==> config.mk <==
export PLATFORM = sky130hd
export DESIGN_NAME = trap_scheduler_flat
export DESIGN_NICKNAME = d
export VERILOG_FILES = /design/src/rtl/trap_scheduler_if.sv /design/src/rtl/trap_scheduler.sv /design/src/flat_wrapper.sv
export SDC_FILE = /design/constraint.sdc
export NUM_CORES = 1
export LEC_CHECK = 0
export ABC_AREA = 1
export BUFFER_PORTS_ARGS = -buffer_cell sky130_fd_sc_hd__buf_2
export CELL_PAD_IN_SITES_DETAIL_PLACEMENT = 1
export CELL_PAD_IN_SITES_GLOBAL_PLACEMENT = 1
export CORE_AREA = 2 2 62 122
export CTS_CLUSTER_DIAMETER = 40
export CTS_CLUSTER_SIZE = 25
export DETAILED_ROUTE_END_ITERATION = 8
export DIE_AREA = 0 0 64 124
export PLACE_DENSITY_LB_ADDON = 0.1
export SYNTH_ARGS = -nofsm -noshare
export SYNTH_HDL_FRONTEND = slang
export SYNTH_SLANG_ARGS = --single-unit
==> constraint.sdc <==
create_clock -name clk -period 1.95 [get_ports clk]
set_clock_uncertainty 0.05 [all_clocks]
set_input_delay 0.195 -clock clk [delete_from_list [all_inputs] [get_ports clk]]
set_output_delay 0.195 -clock clk [all_outputs]
set_load 0.03 [all_outputs]
==> src/rtl/trap_scheduler_if.sv <==
// Trap scheduler bus: raw trap sources and controls in, request/cause/status out.
interface trap_scheduler_if #(
    parameter int TIMER_W = 16
);
    logic               io_violation;
    logic               irq_sys_n;
    logic               trap_state;
    logic               virtual_enabled;
    logic [TIMER_W-1:0] timer_reload;
    logic               sw_set;
    logic [3:0]         cause_clr;
    logic               trap_req;
    logic [1:0]         trap_cause;
    logic [3:0]         pending;
    logic               timer_tick;
    logic               req_timeout;

    // Scheduler side
    modport slave (
        input  io_violation, irq_sys_n, trap_state, virtual_enabled,
               timer_reload, sw_set, cause_clr,
        output trap_req, trap_cause, pending, timer_tick, req_timeout
    );

    // Environment side (trap sources, hypervisor, mode logic)
    modport master (
        output io_violation, irq_sys_n, trap_state, virtual_enabled,
               timer_reload, sw_set, cause_clr,
        input  trap_req, trap_cause, pending, timer_tick, req_timeout
    );
endinterface

==> src/rtl/trap_scheduler.sv <==
// Trap scheduler: synchronizes trap sources, keeps a pending mask, runs the
// virtual timer and drives one registered trap request per trap through a
// request / acknowledge / release handshake with the mode logic.
module trap_scheduler #(
    parameter int TIMER_W = 16,
    parameter int TMO_W   = 8
) (
    input  logic             clk,
    input  logic             rst,
    trap_scheduler_if.slave  bus
);
    typedef enum logic [1:0] {
        ST_IDLE    = 2'd0,
        ST_REQ     = 2'd1,
        ST_TRAP    = 2'd2,
        ST_RELEASE = 2'd3
    } state_t;

    localparam logic [TIMER_W-1:0] CNT_ZERO = {TIMER_W{1'b0}};
    localparam logic [TIMER_W-1:0] CNT_ONE  = {{(TIMER_W-1){1'b0}}, 1'b1};
    localparam logic [TMO_W-1:0]   TMO_ZERO = {TMO_W{1'b0}};
    localparam logic [TMO_W-1:0]   TMO_ONE  = {{(TMO_W-1){1'b0}}, 1'b1};
    localparam logic [TMO_W-1:0]   TMO_MAX  = {TMO_W{1'b1}};

    // Lowest set index wins: io > sys irq > timer > software.
    function automatic logic [1:0] f_prio(input logic [3:0] p);
        logic [1:0] c;
        if (p[0]) begin
            c = 2'd0;
        end else if (p[1]) begin
            c = 2'd1;
        end else if (p[2]) begin
            c = 2'd2;
        end else begin
            c = 2'd3;
        end
        return c;
    endfunction

    logic               r_io_s1, r_io_s2, r_io_prev;
    logic               r_irq_s1, r_irq_s2;
    logic               r_ts_s1, r_ts_s2;
    logic               r_pend_io, r_pend_tmr, r_pend_sw;
    logic [TIMER_W-1:0] r_cnt;
    logic               r_tick;
    state_t             r_state;
    logic [1:0]         r_cause;
    logic [TMO_W-1:0]   r_tmo;
    logic               r_req;
    logic               r_timeout;

    logic               w_io_rise;
    logic [3:0]         w_pend_live;
    logic [TIMER_W-1:0] w_cnt_nx;
    logic               w_tick_nx;
    logic               w_pend_io_nx, w_pend_tmr_nx, w_pend_sw_nx;
    state_t             w_state_nx;
    logic [1:0]         w_cause_nx;
    logic [TMO_W-1:0]   w_tmo_nx;
    logic               w_tmo_set;
    logic               w_unused;

    // The sys irq bit is a live level; its clear strobe is intentionally ignored.
    assign w_unused    = bus.cause_clr[1];
    assign w_io_rise   = r_io_s2 & ~r_io_prev;
    // Built from flops only, so the mask never sees an input combinationally.
    assign w_pend_live = {r_pend_sw, r_pend_tmr, r_irq_s2, r_pend_io};

    // Two-flop synchronizers for the asynchronous inputs, plus io edge-detect flop.
    always_ff @(posedge clk or posedge rst) begin
        if (rst) begin
            r_io_s1   <= 1'b0;
            r_io_s2   <= 1'b0;
            r_io_prev <= 1'b0;
            r_irq_s1  <= 1'b0;
            r_irq_s2  <= 1'b0;
            r_ts_s1   <= 1'b0;
            r_ts_s2   <= 1'b0;
        end else begin
            r_io_s1   <= bus.io_violation;
            r_io_s2   <= r_io_s1;
            r_io_prev <= r_io_s2;
            r_irq_s1  <= ~bus.irq_sys_n;
            r_irq_s2  <= r_irq_s1;
            r_ts_s1   <= bus.trap_state;
            r_ts_s2   <= r_ts_s1;
        end
    end

    // Virtual timer next count and expiry tick; holds while trapped.
    always_comb begin
        w_cnt_nx  = r_cnt;
        w_tick_nx = 1'b0;
        if (!bus.virtual_enabled || (bus.timer_reload == CNT_ZERO)) begin
            w_cnt_nx = CNT_ZERO;
        end else if (r_ts_s2) begin
            w_cnt_nx = r_cnt;
        end else if (r_cnt == CNT_ZERO) begin
            w_cnt_nx = bus.timer_reload - CNT_ONE;
        end else begin
            w_cnt_nx  = r_cnt - CNT_ONE;
            w_tick_nx = (r_cnt == CNT_ONE);
        end
    end

    // Latched pending bits: set beats clear, virtualization off clears all.
    always_comb begin
        w_pend_io_nx  = r_pend_io;
        w_pend_tmr_nx = r_pend_tmr;
        w_pend_sw_nx  = r_pend_sw;
        if (!bus.virtual_enabled) begin
            w_pend_io_nx  = 1'b0;
            w_pend_tmr_nx = 1'b0;
            w_pend_sw_nx  = 1'b0;
        end else begin
            if (w_io_rise && !r_ts_s2) begin
                w_pend_io_nx = 1'b1;
            end else if (bus.cause_clr[0]) begin
                w_pend_io_nx = 1'b0;
            end else begin
                w_pend_io_nx = r_pend_io;
            end
            if (w_tick_nx) begin
                w_pend_tmr_nx = 1'b1;
            end else if (bus.cause_clr[2]) begin
                w_pend_tmr_nx = 1'b0;
            end else begin
                w_pend_tmr_nx = r_pend_tmr;
            end
            if (bus.sw_set) begin
                w_pend_sw_nx = 1'b1;
            end else if (bus.cause_clr[3]) begin
                w_pend_sw_nx = 1'b0;
            end else begin
                w_pend_sw_nx = r_pend_sw;
            end
        end
    end

    // Request FSM next state, cause latch and request timeout counter.
    always_comb begin
        w_state_nx = r_state;
        w_cause_nx = r_cause;
        w_tmo_nx   = r_tmo;
        w_tmo_set  = 1'b0;
        if (!bus.virtual_enabled) begin
            w_state_nx = ST_IDLE;
        end else begin
            case (r_state)
                ST_IDLE: begin
                    if ((w_pend_live != 4'b0000) && !r_ts_s2) begin
                        w_state_nx = ST_REQ;
                        w_cause_nx = f_prio(w_pend_live);
                        w_tmo_nx   = TMO_ZERO;
                    end else begin
                        w_state_nx = ST_IDLE;
                    end
                end
                ST_REQ: begin
                    if (r_ts_s2) begin
                        w_state_nx = ST_TRAP;
                    end else if (r_tmo == TMO_MAX) begin
                        w_tmo_set  = 1'b1;
                        w_state_nx = ST_IDLE;
                    end else begin
                        w_tmo_nx = r_tmo + TMO_ONE;
                    end
                end
                ST_TRAP: begin
                    if (!r_ts_s2) begin
                        w_state_nx = ST_RELEASE;
                    end else begin
                        w_state_nx = ST_TRAP;
                    end
                end
                ST_RELEASE: begin
                    w_state_nx = ST_IDLE;
                end
                default: begin
                    w_state_nx = ST_IDLE;
                end
            endcase
        end
    end

    // State registers; trap_req is registered from the next state so it moves with trap_cause.
    always_ff @(posedge clk or posedge rst) begin
        if (rst) begin
            r_pend_io  <= 1'b0;
            r_pend_tmr <= 1'b0;
            r_pend_sw  <= 1'b0;
            r_cnt      <= CNT_ZERO;
            r_tick     <= 1'b0;
            r_state    <= ST_IDLE;
            r_cause    <= 2'd0;
            r_tmo      <= TMO_ZERO;
            r_req      <= 1'b0;
            r_timeout  <= 1'b0;
        end else begin
            r_pend_io  <= w_pend_io_nx;
            r_pend_tmr <= w_pend_tmr_nx;
            r_pend_sw  <= w_pend_sw_nx;
            r_cnt      <= w_cnt_nx;
            r_tick     <= w_tick_nx;
            r_state    <= w_state_nx;
            r_cause    <= w_cause_nx;
            r_tmo      <= w_tmo_nx;
            r_req      <= (w_state_nx == ST_REQ);
            r_timeout  <= r_timeout | w_tmo_set;
        end
    end

    assign bus.trap_req    = r_req;
    assign bus.trap_cause  = r_cause;
    assign bus.pending     = w_pend_live;
    assign bus.timer_tick  = r_tick;
    assign bus.req_timeout = r_timeout;
endmodule

==> src/flat_wrapper.sv <==
// flat-port wrapper written by rule: the top's interface ports become plain ports
module trap_scheduler_flat 
#(
    parameter int TIMER_W = 16,
    parameter int TMO_W   = 8
)
  (clk, rst, bus_io_violation, bus_irq_sys_n, bus_trap_state, bus_virtual_enabled, bus_timer_reload, bus_sw_set, bus_cause_clr, bus_trap_req, bus_trap_cause, bus_pending, bus_timer_tick, bus_req_timeout);
  trap_scheduler_if #(.TIMER_W(TIMER_W)) bus_i ();
  input  logic clk;
  input  logic rst;
  input wire logic [$bits(bus_i.io_violation)-1:0] bus_io_violation;
  input wire logic [$bits(bus_i.irq_sys_n)-1:0] bus_irq_sys_n;
  input wire logic [$bits(bus_i.trap_state)-1:0] bus_trap_state;
  input wire logic [$bits(bus_i.virtual_enabled)-1:0] bus_virtual_enabled;
  input wire logic [$bits(bus_i.timer_reload)-1:0] bus_timer_reload;
  input wire logic [$bits(bus_i.sw_set)-1:0] bus_sw_set;
  input wire logic [$bits(bus_i.cause_clr)-1:0] bus_cause_clr;
  output wire logic [$bits(bus_i.trap_req)-1:0] bus_trap_req;
  output wire logic [$bits(bus_i.trap_cause)-1:0] bus_trap_cause;
  output wire logic [$bits(bus_i.pending)-1:0] bus_pending;
  output wire logic [$bits(bus_i.timer_tick)-1:0] bus_timer_tick;
  output wire logic [$bits(bus_i.req_timeout)-1:0] bus_req_timeout;
  assign bus_i.io_violation = bus_io_violation;
  assign bus_i.irq_sys_n = bus_irq_sys_n;
  assign bus_i.trap_state = bus_trap_state;
  assign bus_i.virtual_enabled = bus_virtual_enabled;
  assign bus_i.timer_reload = bus_timer_reload;
  assign bus_i.sw_set = bus_sw_set;
  assign bus_i.cause_clr = bus_cause_clr;
  assign bus_trap_req = bus_i.trap_req;
  assign bus_trap_cause = bus_i.trap_cause;
  assign bus_pending = bus_i.pending;
  assign bus_timer_tick = bus_i.timer_tick;
  assign bus_req_timeout = bus_i.req_timeout;
  trap_scheduler #(.TIMER_W(TIMER_W), .TMO_W(TMO_W)) u_core (.clk(clk), .rst(rst), .bus(bus_i));
endmodule
## Word-level counts from Yosys, hierarchy flattened

Index checks and enable logic that the tools add are counted.

- Register bits after elaboration: 41
- Input port bits: 27

- Multiplexer cells: 32
- $add $sub $neg: 3
- Bitwise operators: 4
- Equal/unequal tests: 13
- Reduce and logical (&&, ||, !) cells: 12

Operators with widths:

| operator | count |
|---|---|
| $mux 16 | 3 |
| $logic_not 16->1 | 2 |
| $sub 16x1->16 const B | 2 |
| $mux 8 | 3 |
| $mux 1 | 19 |
| $eq 16x1->1 const B | 1 |
| $pmux 8 s2 | 1 |
| $mux 2 | 5 |
| $ne 3x1->1 const B | 3 |
| $add 8x1->8 const B | 1 |
| $eq 8x8->1 const B | 1 |
| $pmux 2 s4 | 1 |
| $ne 2x2->1 const B | 3 |
| $reduce_and 5->1 | 1 |
| $eq 2x1->1 const B | 2 |
| $eq 2x2->1 const B | 2 |
| $reduce_bool 4->1 | 1 |
| $reduce_and 3->1 | 1 |
| $logic_and 1x1->1 | 2 |
| $logic_not 1->1 | 2 |
| $logic_not 2->1 | 1 |
| $ne 2x1->1 const B | 1 |
| $not 1->1 | 2 |
| $reduce_bool 2->1 | 1 |
| 3 further kinds | 3 |

## Longest topological paths before layout

Gate-level depths: netlist (run 1).

- Depth after elaboration: 6
- Depth in mapped cells: 10
- Mapped depth without buffers: 10

## Least setup slack after synthesis (run 1)

No wires, ideal clock.

- Path kind: flip-flop to flip-flop
- Start: register u_core.r_cnt[0]
- End: register u_core.r_cnt[13]
- Setup time: 117 ps
- Data required time: 1,783 ps
- Cell stages (with the launch flop): 11
- Arrival: 1,419 ps
- Path slack: 364 ps
- Clock period less this slack: 1,586 ps
- Path through: dfrtp_1 -> inv_1 -> ha_1 -> inv_1 -> nor2_1 -> nand2_1 -> nor2_4 -> buf_6 -> nand3_1 -> nand3_1 -> nand2_1

- Cells in the longest elaborated chain, start to end: 4
- Elaborated cells on any way between the ends: 5

RTL lines:

| element | line | RTL |
|---|---|---|
| start, declared | trap_scheduler.sv:44 | `logic [TIMER_W-1:0] r_cnt;` |
| start signal, assigned | trap_scheduler.sv:203 | `r_cnt <= w_cnt_nx;` |
| $sub 16x1->16 or $logic_not 16->1 (tied branches) | trap_scheduler.sv:101, trap_scheduler.sv:98 |  |
| $mux 16 (*) | trap_scheduler.sv:98 | `end else if (r_cnt == CNT_ZERO) begin` |
| $mux 16 (*) | trap_scheduler.sv:96 | `end else if (r_ts_s2) begin` |
| $mux 16 (*) | trap_scheduler.sv:94 | `if (!bus.virtual_enabled \|\| (bus.timer_reload == CNT_ZERO)) begin` |

Mark *: on every way between the ends. The rest lies on a longest branch, timed or not. The select of a mux whose other input is x is not followed.
A chain may end at the register's enable or synchronous reset.

## Worst setup path after layout (run 1)

Same ends and word-level chain as after synthesis.

==> results.md, run 1 <==
- Leaving out fill and tap cells, the most frequent cells in the layout are sky130_fd_sc_hd__nand2_1, sky130_fd_sc_hd__nor2_1, sky130_fd_sc_hd__inv_1.
- The number of antenna diodes in the final layout is 0.
- The number of pins exceeding their max-slew limit in the final report is 0.
- The post-route cell area is approximately 3400 um^2.
- Setup violations remaining at the end of the flow were counted as 0.
- When the netlist entered floorplanning its net count stood at 446.
- At the later pin of the worst-skew pair, clock insertion delay measures 0.29 ns.
- Once detail routing completed, the nets flagged for antenna violations numbered 0.
- The region available for standard cell placement spans 6940 um^2.
- The via count of the routed design is around 2800.
- The relative contribution of combinational cells to total power is around 50%.
- The net switching share of the total power is around 44%.
- The final weighted congestion of routability-driven global placement is ~0.87.
- For this run, design rule violations remaining after detail routing come to 0.
- Summed over all instances, the cell type with the most area after synthesis is sky130_fd_sc_hd__dfrtp_1.
- Entering global routing, the biggest net connects 42 pins.
- The cell area after synthesis is approximately 2900 um^2.
- Global routing used 22.5% of the available tracks across all layers.
- The first routing iteration left 80 violations.
- Dividing the synthesized area by the synthesized cell count gives 6.91 um^2.
- The number of global-route vias before repair is just under 3000.
- After detailed placement, the design holds a cell count of 537.
- The clock share of power is about 23%.
- In this run, CTS created clock tree buffers numbering 5.
- The initial antenna violation count is 0.
- After technology mapping, the gate count stands at 414.
- The die covers 7940 um^2.
- The first global-routing pass estimated 13700 um of wire.
- The peak ir drop on the vdd network is 1.03 mV.
- TritonCTS built the clock tree.
- The cell area after placement is 3140 um^2.
- The actual slew at the worst max-slew pin is 0.561 ns.
- The part of the cycle the worst path needs is about 92%.
- The total power density per cell area is 1410 nW/um^2.
- STA classifies the critical path endpoint as a flip-flop.
- The hold violation total from the final report was 11.
- The post-synthesis register bit count is 41.
- From bottom edge to top edge, the die measures 124 um.
- The signal on the critical path passes through inv_1 -> ha_1 -> inv_1 -> nor2_1 -> nand2_1 -> nor2_4 -> buf_4 -> nand3_1 -> nand3_1 -> nand2_1.
- The pre-CTS setup slack is between 0.1 and 0.15 ns.
- The count of boundary I/O pins is 36.
- The count of max-cap constraint violations is 0.
- The synthesis warning total is 0.
- The width of the die is 64 um.
- Summed over all layers, the global routing overflow is 0.
- For this run, the top clock speed supported by timing is 555 MHz.
- The worst path setup slack after routing is between 0.1 and 0.15 ns.
- STA puts the critical path data required time at roughly 2.1 ns.
- After detailed routing, the number of vias per cell comes to 5.04.
- The flow ran to the end, but the final reports show violations.
- At the end of the flow, the number of nets in the layout was 489.
- The H-tree was split into 2 levels.
- The sequential cell fraction of total power is between 20% and 30%.
- The initial core utilization is about two fifths.
- Setup total negative slack on the finished layout was measured at 0 ns.
- The analysis attributes to cell leakage a power of 1.76 nW.
- Dividing the detail-routed wire length by the instance count gives 15.1 um.
- After synthesis, flip-flops and latches occupy between 30% and 40% of the total area.
- The overall routed net length is 8270 um.
- Setup repair after global routing left no endpoint under its margin.
- The shortest period the worst path allows is 1.80 ns.
- The netlist uses 28 different library cells.
- The tightest hold margin is -0.0123 ns.
- The tightest min-delay check is of the primary input to async pin type.
- The maximum count of clock buffers along a single path is 2.
- STA classifies the critical path startpoint as a flip-flop.
- Summed over its instances, the top area cell type makes up 35.9% of the synthesized netlist area.
- The clock sink total is slightly above 40.
- The count of cells in the finished layout, fillers not included, comes to 548.
- STA puts the critical path data arrival time at 1.93 ns.
- The share of cells above drive strength 1 is 20.5%.
- Summed over all nets, the switching power comes to 2.11 mW.
- Setup slack on the worst reg-to-reg path comes out at 0.15 ns.
- The largest single stage delay on the critical path is 0.42 ns.
- The worst-path maximum fanout is 5.
- The clock root buffer master is sky130_fd_sc_hd__clkbuf_16.
- After synthesis, the cell types taking the most area are sky130_fd_sc_hd__dfrtp_1, sky130_fd_sc_hd__nand2_1, sky130_fd_sc_hd__nand3_1, sky130_fd_sc_hd__nor2_1, sky130_fd_sc_hd__inv_1.
- The final reports fail on negative hold slack.
- The number of search-and-repair iterations in the first detailed-routing pass is 4.
- The post-detailed-placement half-perimeter wirelength is 6560 um.
- The number of input and output port buffers inserted is 34.
- The largest individual stage delay along the critical path comes from the cell sky130_fd_sc_hd__dfrtp_1.
- The area growth from synthesis to final layout is 17.8%.
- The internal power of the cells is 2.64 mW.
- The initialized floorplan defines 43 standard-cell rows.
- The most common cell after layout, fill and taps aside is sky130_fd_sc_hd__nand2_1.
- Measured against its own limit, the worst slew margin works out to 62.6%.
- The critical setup path kind is flip-flop to flip-flop.
- The clock transition at the registers of the reported paths is 0.06 ns.
Yosys cell counts:
master / instances
sky130_fd_sc_hd__nand4_1: 5
sky130_fd_sc_hd__a21oi_1: 9
sky130_fd_sc_hd__o211ai_1: 2
sky130_fd_sc_hd__o21bai_1: 1
sky130_fd_sc_hd__dfrtp_1: 41
sky130_fd_sc_hd__nor2_4: 5
sky130_fd_sc_hd__nand2_2: 7
sky130_fd_sc_hd__nand3_2: 4
sky130_fd_sc_hd__or2_0: 1
sky130_fd_sc_hd__buf_6: 4
sky130_fd_sc_hd__nand3b_2: 1
sky130_fd_sc_hd__a21oi_2: 1
sky130_fd_sc_hd__o21ai_2: 7
sky130_fd_sc_hd__nand3_1: 48
sky130_fd_sc_hd__or2_2: 3
sky130_fd_sc_hd__xor2_1: 12
sky130_fd_sc_hd__o22ai_1: 1
sky130_fd_sc_hd__nor2_1: 51
sky130_fd_sc_hd__ha_1: 5
sky130_fd_sc_hd__inv_2: 5
sky130_fd_sc_hd__o21ai_0: 8
sky130_fd_sc_hd__nor2_2: 9
sky130_fd_sc_hd__xnor2_1: 2
sky130_fd_sc_hd__buf_2: 2
sky130_fd_sc_hd__inv_1: 49
sky130_fd_sc_hd__nand3b_1: 1
sky130_fd_sc_hd__buf_4: 4
sky130_fd_sc_hd__nand2_1: 126
per-stage QoR:
stage                     hold slack, ns  total power, mW  utilization [%]
after floorplan                    0.176             2.98                -
after global placement             0.253             3.58             45.2
after detailed placement           0.255             3.64             45.2
after CTS                         0.0172             4.78             48.4
after global routing              0.0459             5.13             48.5
final                            -0.0123             4.74             48.5
kinds of logic (layout without fill, tap and decap cells):
kind of cell             after synthesis  after routing  synth area share, %
AO/OA/AOI/OAI                         29             29                 6.43
XOR/XNOR                              14             14                 4.29
buffers and inverters                 64            108                 10.1
adder cells (fa/ha/maj)                5              5                 2.19
AND/OR/NAND/NOR                      261            261                 41.1
flip-flops                            41             41                 35.9
critical path, delay by kind of cell (launching register included):
kind,cells,cell delay [ns]
buffers and inverters,3,0.33
AND/OR/NAND/NOR,6,0.71
flip-flops,1,0.42
adder cells (fa/ha/maj),1,0.20
state kept, by name, summed over array words and instances (netlist names), 2 cells and up:
signal and count:
u_core.bus.trap_cause 2, u_core.r_cnt 16, u_core.r_state 2, u_core.r_tmo 8
layer usage:
metal  share of wire, %  vias up  GRT usage, %
met4                3.0        0          9.65
li1                   -     1369             -
met1                 35     1342          21.7
met2                 60       37          45.8
met5                  0        -             0
met3                1.9       14          2.89
area by class of cell:
type,instances,area (um^2)
tap,90,113
inverter,54,203
clock buffer,5,125
clock inverter,3,68.8
sequential,41,1030
timing repair buffer,46,280
multi-input combinational,309,1550
fill,937,3570
timing repair:
action                     4_1_cts  5_1_grt
hold buffers                     3        0
hold endpoints to repair         3        0
gates resized for setup          0        2
setup endpoints to repair        0        3
setup buffers                    0        0
power by group through the flow:
stage | sequential (mW) | clock [mW] | combinational (mW)
after global routing | 1.30 | 1.15 | 2.67
after global placement | 1.27 | 0 | 2.31
after floorplan | 1.27 | 0 | 1.71
final | 1.27 | 1.10 | 2.37
after detailed placement | 1.28 | 0 | 2.36
after CTS | 1.27 | 1.13 | 2.38
worst paths after layout:
path	cells past startpoint	to	start
max	10	u_core.r_cnt[13]	u_core.r_cnt[0]
min	3	u_core.bus.trap_req	rst
max reg2reg	10	u_core.r_cnt[13]	u_core.r_cnt[0]
min reg2reg	0	u_core.r_ts_s2	u_core.r_ts_s1
max in group asynchronous	3	u_core.r_cnt[8]	rst
min in group clk	2	u_core.r_pend_tmr	bus_cause_clr[2]
No activity file was read; power rests on OpenSTA's default activity.
==> inputs of run 2 (changes only) <==
--- a/config.mk
+++ b/config.mk
@@ -15,6 +15,7 @@
 export DETAILED_ROUTE_END_ITERATION = 8
 export DIE_AREA = 0 0 64 124
 export PLACE_DENSITY_LB_ADDON = 0.1
+export SETUP_SLACK_MARGIN = 0.5
 export SYNTH_ARGS = -nofsm -noshare
 export SYNTH_HDL_FRONTEND = slang
 export SYNTH_SLANG_ARGS = --single-unit
==> results.md, run 2 (synthesized netlist as in run 1, its figures left out) <==
- Result of the run: complete, but fails checks (unchanged).
- Violated checks: negative hold slack (unchanged).
- The first-pass GRT wire length is 16400 um (was 13700 um).
- The top register by number of flip-flops is u_core.r_cnt (unchanged).
- The worst path setup slack after routing is 0.317 ns (was 0.149 ns).
- The final setup violation count came to 0 (unchanged).
- The leakage power is 2.06 nW (was 1.76 nW).
- The peak ir drop on the vdd network came to 0.702 mV (was 1.03 mV).
- The share of cells above drive strength 1 is 42.1% (was 20.5%).
- The arrival time at the worst endpoint was 1.77 ns (was 1.93 ns).
- The number of antenna repair diodes is 0 (unchanged).
- The maximum count of clock buffers along a single path is 2 (unchanged).
- The post-detailed-route wirelength per cell is 18.1 um (was 15.1 um).
- Leading cell types in the layout, fill and taps excluded: sky130_fd_sc_hd__nand2_1, sky130_fd_sc_hd__buf_4, sky130_fd_sc_hd__inv_1 (was sky130_fd_sc_hd__nand2_1, sky130_fd_sc_hd__nor2_1, sky130_fd_sc_hd__inv_1).
- The residual overflow from global routing was 0 (unchanged).
- Registers with the highest flip-flop counts: u_core.r_cnt: 16 flops, u_core.r_tmo: 8 flops (unchanged).
- The first-iteration detailed-routing DRC count came to 83 (was 80).
- The required time of the critical path was 2.09 ns (was 2.08 ns).
- The total routing resource utilization after global routing was 27.3% (was 22.5%).
- The number of buffers added by the clock tree synthesis step is 5 (unchanged).
- Setup repair after global routing missed its margin: yes (was no).
- The count of max-cap constraint violations is 0 (unchanged).
- The worst-case reg-to-reg path depth was 9 (was 10).
- The clock latency on the worst-skew pair was 0.30 ns (was 0.29 ns).
- The total negative setup slack is 0 ns (unchanged).
- The net total in the final layout is 535 (was 489).
- The clock root buffer master is sky130_fd_sc_hd__clkbuf_16 (unchanged).
- The kind of path behind the tightest hold check was primary input to async pin (unchanged).
- The final weighted congestion of routability-driven global placement is 0.868 (was 0.873).
- The kind of capture point of the worst setup path is a flip-flop (unchanged).
- The die boundary height came to 124 um (unchanged).
- The flip-flop count of the largest register after layout is 16 (unchanged).
- The pre-CTS setup slack is 0.157 ns (was 0.147 ns).
- The launch instance of the worst register-to-register path was u_core.r_cnt[2] (was u_core.r_cnt[0]).
- The critical setup path kind is flip-flop to flip-flop (unchanged).
- The clock transition at the registers of the reported paths is 0.07 ns (was 0.06 ns).
- The count of boundary I/O pins is 36 (unchanged).
- The tightest hold margin is -0.0112 ns (was -0.0123 ns).
- The overall die area is 7940 um^2 (unchanged).
- The number of input and output port buffers inserted is 34 (unchanged).
- The final antenna-violating net count is 0 (unchanged).
- The initial antenna violation count is 0 (unchanged).
- The register-to-register setup slack came to 0.32 ns (was 0.15 ns).
- The floorplan row count is 43 (unchanged).
- The total power density per cell area came to 1460 nW/um^2 (was 1410 nW/um^2).
- The number of search-and-repair iterations in the first detailed-routing pass is 4 (unchanged).
- The clock sink total is 41 (unchanged).
- The actual slew at the worst max-slew pin is 0.573 ns (was 0.561 ns).
- The critical path startpoint category is a flip-flop (unchanged).
- The CTS tree is built (unchanged).
- The maximum number of pins on one net before global-route repair is 42 (unchanged).
- The utilization of the core after routing is 59.0% (was 48.5%).
- The shortest period the worst path allows came to 1.63 ns (was 1.80 ns).
- The via count of the routed design came to 3109 (was 2762).
- The initial core utilization was 41.2% (unchanged).
- The area growth from synthesis to final layout is 43.3% (was 17.8%).
- The end of the worst register-to-register path is u_core.r_cnt[14] (was u_core.r_cnt[13]).
- The hold violation total from the final report is 11 (unchanged).
- The width of the die came to 64 um (unchanged).
- The termination of the worst setup path is u_core.r_cnt[14] (was u_core.r_cnt[13]).
- The maximum level of the CTS H-tree came to 2 (unchanged).
- The core area is 6940 um^2 (unchanged).
- The number of global-route vias before repair was 3335 (was 2964).
- The timing-limited maximum frequency was 612 MHz (was 555 MHz).
- The post-detailed-route via-to-cell ratio is 5.23 (was 5.04).
- The relative max-transition margin was 61.8% (was 62.6%).
- The number of remaining DRC errors came to 0 (unchanged).
- The number of pins exceeding their max-slew limit in the final report is 0 (unchanged).
- The worst-path maximum fanout is 6 (was 5).
- The part of the cycle the worst path needs was 83.8% (was 92.3%).
- The most common cell after layout, fill and taps aside was sky130_fd_sc_hd__nand2_1 (unchanged).
- The post-detailed-placement half-perimeter wirelength is 6720 um (was 6560 um).
- The overall routed net length is 10700 um (was 8270 um).
- The source of the critical timing path is u_core.r_cnt[2] (was u_core.r_cnt[0]).
[run 2: power by group]
part | switching [mW] | internal (mW)
registers | 0.220 | 1.05
logic | 2.23 | 1.51
clock network | 0.378 | 0.607
[run 2: worst min path at each step]
stage / to / cells after the start
3_5_place_dp: u_core.r_io_s1 / 1
4_1_cts: u_core.bus.trap_req / 3
3_3_place_gp: u_core.r_io_s1 / 1
6_report: u_core.bus.trap_req / 3
5_1_grt: u_core.r_pend_tmr / 2
2_1_floorplan: u_core.r_io_s1 / 0
[run 2: worst max-delay path, stage by stage (launching register included)]
cell and delay (ns):
sky130_fd_sc_hd__dfrtp_1 0.42, sky130_fd_sc_hd__inv_2 0.14, sky130_fd_sc_hd__nand2_1 0.13, sky130_fd_sc_hd__nor2_4 0.15
sky130_fd_sc_hd__nand2_2 0.08, sky130_fd_sc_hd__nor2_4 0.16, sky130_fd_sc_hd__buf_8 0.18, sky130_fd_sc_hd__nand3_4 0.08
sky130_fd_sc_hd__nand3_2 0.09, sky130_fd_sc_hd__nand2_1 0.06
[run 2: stage by stage]
stage / total power [mW] / instance area (um^2) / instances
CTS: 5.49 / 3900 / 583
global placement: 3.59 / 3150 / 537
finish: 6.00 / 4100 / 594
global route: 6.30 / 4100 / 594
floorplan: 3.00 / 2880 / 414
detailed placement: 3.68 / 3150 / 537
[run 2: cell type report]
cell class                      count  area (um^2)
Tap cell                           90          113
Clock buffer                        5          125
Sequential cell                    41         1030
Fill cell                         896         2840
Inverter                           54          206
Timing Repair Buffer               90          653
Multi-Input combinational cell    311         1920
Clock inverter                      3         43.8
[run 2: routing by layer]
layer,wire (um),GRT usage (%)
met1,3620,25.0
met2,6350,56.1
met3,215,2.80
met4,551,14.9
met5,0,0
[run 2: repair_timing]
action / CTS / global route
endpoints found under the setup margin: 25 / 26
cloned: 3 / 0
setup buffers: 32 / 11
hold endpoints to repair: 3 / 0
pin swaps: 31 / 19
hold buffers: 3 / 0
resized for setup: 72 / 30
==> inputs of run 3 (changes only) <==
--- a/config.mk
+++ b/config.mk
@@ -9,11 +9,11 @@
 export BUFFER_PORTS_ARGS = -buffer_cell sky130_fd_sc_hd__buf_2
 export CELL_PAD_IN_SITES_DETAIL_PLACEMENT = 1
 export CELL_PAD_IN_SITES_GLOBAL_PLACEMENT = 1
-export CORE_AREA = 2 2 62 122
+export CORE_AREA = 2 2 65 128
 export CTS_CLUSTER_DIAMETER = 40
 export CTS_CLUSTER_SIZE = 25
 export DETAILED_ROUTE_END_ITERATION = 8
-export DIE_AREA = 0 0 64 124
+export DIE_AREA = 0 0 67 130
 export PLACE_DENSITY_LB_ADDON = 0.1
 export SETUP_SLACK_MARGIN = 0.5
 export SYNTH_ARGS = -nofsm -noshare
==> constraint.sdc (replaced) <==
create_clock -name clk -period 1.5 [get_ports clk]
set_clock_uncertainty 0.05 [all_clocks]
set_input_delay 0.15 -clock clk [delete_from_list [all_inputs] [get_ports clk]]
set_output_delay 0.15 -clock clk [all_outputs]
set_load 0.03 [all_outputs]
==> results.md, run 3 (synthesized netlist as in run 1, its figures left out) <==
- The number of global-route vias before repair is 3243 (was 3335).
- The initial core utilization is 36.5% (was 41.2%).
- The leakage power is 2.16 nW (was 2.06 nW).
- The number of antenna repair diodes is 0 (unchanged).
- The net total in the final layout is 553 (was 535).
- The worst-path maximum fanout was 6 (unchanged).
- The clock latency on the worst-skew pair is 0.29 ns (was 0.30 ns).
- The overall routed net length is 9950 um (was 10700 um).
- The overall die area is 8710 um^2 (was 7940 um^2).
- The final weighted congestion of routability-driven global placement is 0.840 (was 0.868).
- The final antenna-violating net count is 0 (unchanged).
- The worst-path cell with the longest stage delay is sky130_fd_sc_hd__dfrtp_1 (unchanged).
- The post-route cell area came to 4340 um^2 (was 4100 um^2).
- The first-pass GRT wire length is 15600 um (was 16400 um).
- The cell count along the critical path is 7 (was 9).
- The end of the worst register-to-register path is u_core.r_cnt[10] (was u_core.r_cnt[14]).
- The part of the cycle the worst path needs is 103% (was 83.8%).
- The total power density per cell area is 1740 nW/um^2 (was 1460 nW/um^2).
- The count of max-cap constraint violations was 0 (unchanged).
- The peak ir drop on the vdd network is 1.10 mV (was 0.702 mV).
- The top register by number of flip-flops is u_core.r_cnt (unchanged).
- The register-to-register setup slack is -0.05 ns (was 0.32 ns).
- The kind of cell adding the most delay to the critical path is simple AND/OR/NAND/NOR gates (unchanged).
- The maximum level of the CTS H-tree came to 2 (unchanged).
- The clock sink total was 41 (unchanged).
- The post-detailed-route via-to-cell ratio is 5.00 (was 5.23).
- The number of search-and-repair iterations in the first detailed-routing pass is 4 (unchanged).
- The residual overflow from global routing was 0 (unchanged).
- The critical path startpoint category was a flip-flop (unchanged).
- The termination of the worst setup path is u_core.r_cnt[10] (was u_core.r_cnt[14]).
- The number of input and output port buffers inserted is 34 (unchanged).
- The clock root buffer master is sky130_fd_sc_hd__clkbuf_16 (unchanged).
- The total power was 7.57 mW (was 6.00 mW).
- The kind of capture point of the worst setup path was a flip-flop (unchanged).
- The number of remaining DRC errors is 0 (unchanged).
- The worst path setup slack after routing is -0.0493 ns (was 0.317 ns).
- The area growth from synthesis to final layout came to 51.7% (was 43.3%).
- The first-iteration detailed-routing DRC count is 111 (was 83).
- Leading cell types in the layout, fill and taps excluded: sky130_fd_sc_hd__nand2_1, sky130_fd_sc_hd__buf_4, sky130_fd_sc_hd__inv_1 (unchanged).
- The arrival time at the worst endpoint is 1.68 ns (was 1.77 ns).
- The most common cell after layout, fill and taps aside is sky130_fd_sc_hd__nand2_1 (unchanged).
- The initial antenna violation count is 0 (unchanged).
- The flip-flop count of the largest register after layout is 16 (unchanged).
- Result of the run: complete, but fails checks (unchanged).
- Violated checks: negative setup slack (was negative hold slack).
- The maximum count of clock buffers along a single path is 2 (unchanged).
- The width of the die is 67 um (was 64 um).
- The source of the critical timing path is u_core.r_cnt[15] (was u_core.r_cnt[2]).
- Worst path cell trace: nor2_1 -> nand4_1 -> nor2_4 -> buf_6 -> nand3_4 -> nand3_2 -> nand2_2 (was inv_2 -> nand2_1 -> nor2_4 -> nand2_2 -> nor2_4 -> buf_8 -> nand3_4 -> nand3_2 -> nand2_1).
- The final setup violation count is 21 (was 0).
- The number of pins exceeding their max-slew limit in the final report is 0 (unchanged).
- The launch instance of the worst register-to-register path is u_core.r_cnt[15] (was u_core.r_cnt[2]).
- The relative max-transition margin is 62.1% (was 61.8%).
- The stage delay of the slowest cell on the critical path is 0.42 ns (about the same).
- The via count of the routed design is 3087 (was 3109).
- The actual slew at the worst max-slew pin is 0.569 ns (was 0.573 ns).
- The kind of path behind the tightest hold check is primary input to flip-flop (was primary input to async pin).
- The count of buffer and inverter cells on the critical path is 1 (was 2).
- The post-detailed-route wirelength per cell is 16.1 um (was 18.1 um).
- The CTS tree is built (unchanged).
- The timing-limited maximum frequency came to 645 MHz (was 612 MHz).
- The number of buffers added by the clock tree synthesis step is 5 (unchanged).
- The floorplan row count is 46 (was 43).
- The count of boundary I/O pins came to 36 (unchanged).
- The clock transition at the registers of the reported paths was 0.07 ns (about the same).
- The critical setup path kind is flip-flop to flip-flop (unchanged).
- The total routing resource utilization after global routing came to 23.6% (was 27.3%).
- The hold violation total from the final report was 0 (was 11).
- The maximum number of pins on one net before global-route repair is 42 (unchanged).
- The number of standard cells in the final layout excluding fillers is 618 (was 594).
- The number of cells after detailed placement is 581 (was 537).
- The worst-case reg-to-reg path depth is 7 (was 9).
- Setup repair after global routing missed its margin: yes (unchanged).
- The die boundary height is 130 um (was 124 um).
- The post-detailed-placement half-perimeter wirelength is 6670 um (was 6720 um).
- The required time of the critical path was 1.63 ns (was 2.09 ns).
- The cell area after placement is 3520 um^2 (was 3150 um^2).
- The share of cells above drive strength 1 was 42.9% (was 42.1%).
- The shortest period the worst path allows was 1.55 ns (was 1.63 ns).
- The core area was 7830 um^2 (was 6940 um^2).
- Registers with the highest flip-flop counts: u_core.r_cnt: 16 flops, u_core.r_tmo: 8 flops (unchanged).
- The utilization of the core after routing is 55.4% (was 59.0%).
[run 3: changes by cell type in the layout (fill, tap and decap cells not counted), moves of 2 or more]
cell	change
sky130_fd_sc_hd__buf_6	+19
sky130_fd_sc_hd__buf_2	-9
sky130_fd_sc_hd__buf_4	+8
sky130_fd_sc_hd__nand3_1	+7
sky130_fd_sc_hd__nand3_2	-7
sky130_fd_sc_hd__dfrtp_1	+4
sky130_fd_sc_hd__dfrtp_2	-4
sky130_fd_sc_hd__a21oi_1	-2
sky130_fd_sc_hd__a21oi_2	+2
sky130_fd_sc_hd__inv_1	-2
sky130_fd_sc_hd__nand2_4	-2
sky130_fd_sc_hd__nor2_1	-2
[run 3: worst min path at each step]
stage / startpoint / endpoint / slack [ns] / cells after the start
final: bus_cause_clr[2] / u_core.r_pend_tmr / 0.01 / 2
after global routing: bus_cause_clr[2] / u_core.r_pend_tmr / 0.02 / 2
after CTS: bus_cause_clr[2] / u_core.r_pend_tmr / 0.01 / 2
after detailed placement: rst / u_core.r_cnt[12] / 0.18 / 3
after global placement: rst / u_core.bus.trap_req / 0.17 / 3
after floorplan: rst / u_core.bus.req_timeout / 0.09 / 1
[run 3: metrics by stage]
| stage | TNS, ns | hold slack (ns) | worst slack (ns) |
|---|---|---|---|
| finish | -0.441 | 0.0124 | -0.0493 |
| global route | -2.63 | 0.0161 | -0.153 |
| CTS | -0.913 | 0.0103 | -0.0817 |
| detailed placement | -0.968 | 0.180 | -0.101 |
| global placement | -0.445 | 0.169 | -0.0625 |
| floorplan | 0 | 0.0852 | 0.0533 |
[run 3: worst reg2reg max path, stage by stage (launching register included)]
cell                      delay [ns]
sky130_fd_sc_hd__dfrtp_1        0.42
sky130_fd_sc_hd__nor2_1         0.18
sky130_fd_sc_hd__nand4_1        0.18
sky130_fd_sc_hd__nor2_4         0.22
sky130_fd_sc_hd__buf_6          0.17
sky130_fd_sc_hd__nand3_4        0.08
sky130_fd_sc_hd__nand3_2        0.09
sky130_fd_sc_hd__nand2_2        0.05
[run 3: per-layer routing]
metal | vias up | wire length, um | global-route usage [%] | share of wire, %
met5 | - | 0 | 0 | 0
met4 | 0 | 170 | 5.16 | 1.7
met3 | 11 | 198 | 3.45 | 2.0
met2 | 34 | 5650 | 44.8 | 57
met1 | 1534 | 3930 | 26.9 | 40
li1 | 1508 | - | - | -
[run 3: repair_timing]
item                                    4_1_cts  5_1_grt
endpoints found under the setup margin       41       42
endpoints found under the hold margin        44        0
gates resized for setup                      68       34
pin swaps                                    21       27
hold buffers                                  4        0
setup buffers                                15        8
gates cloned                                  2        0
[run 3: layout make-up]
type | instances | area (um^2)
Fill cell | 1020 | 3490
Multi-Input combinational cell | 311 | 1910
Sequential cell | 41 | 1030
Timing Repair Buffer | 108 | 877
Inverter | 54 | 209
Clock buffer | 5 | 125
Tap cell | 96 | 120
Clock inverter | 3 | 68.8
[run 3: power by group]
| group | internal, mW | switching [mW] |
|---|---|---|
| Combinational | 1.93 | 2.61 |
| Clock | 0.960 | 0.486 |
| Sequential | 1.35 | 0.225 |
| Total | 4.24 | 3.33 |
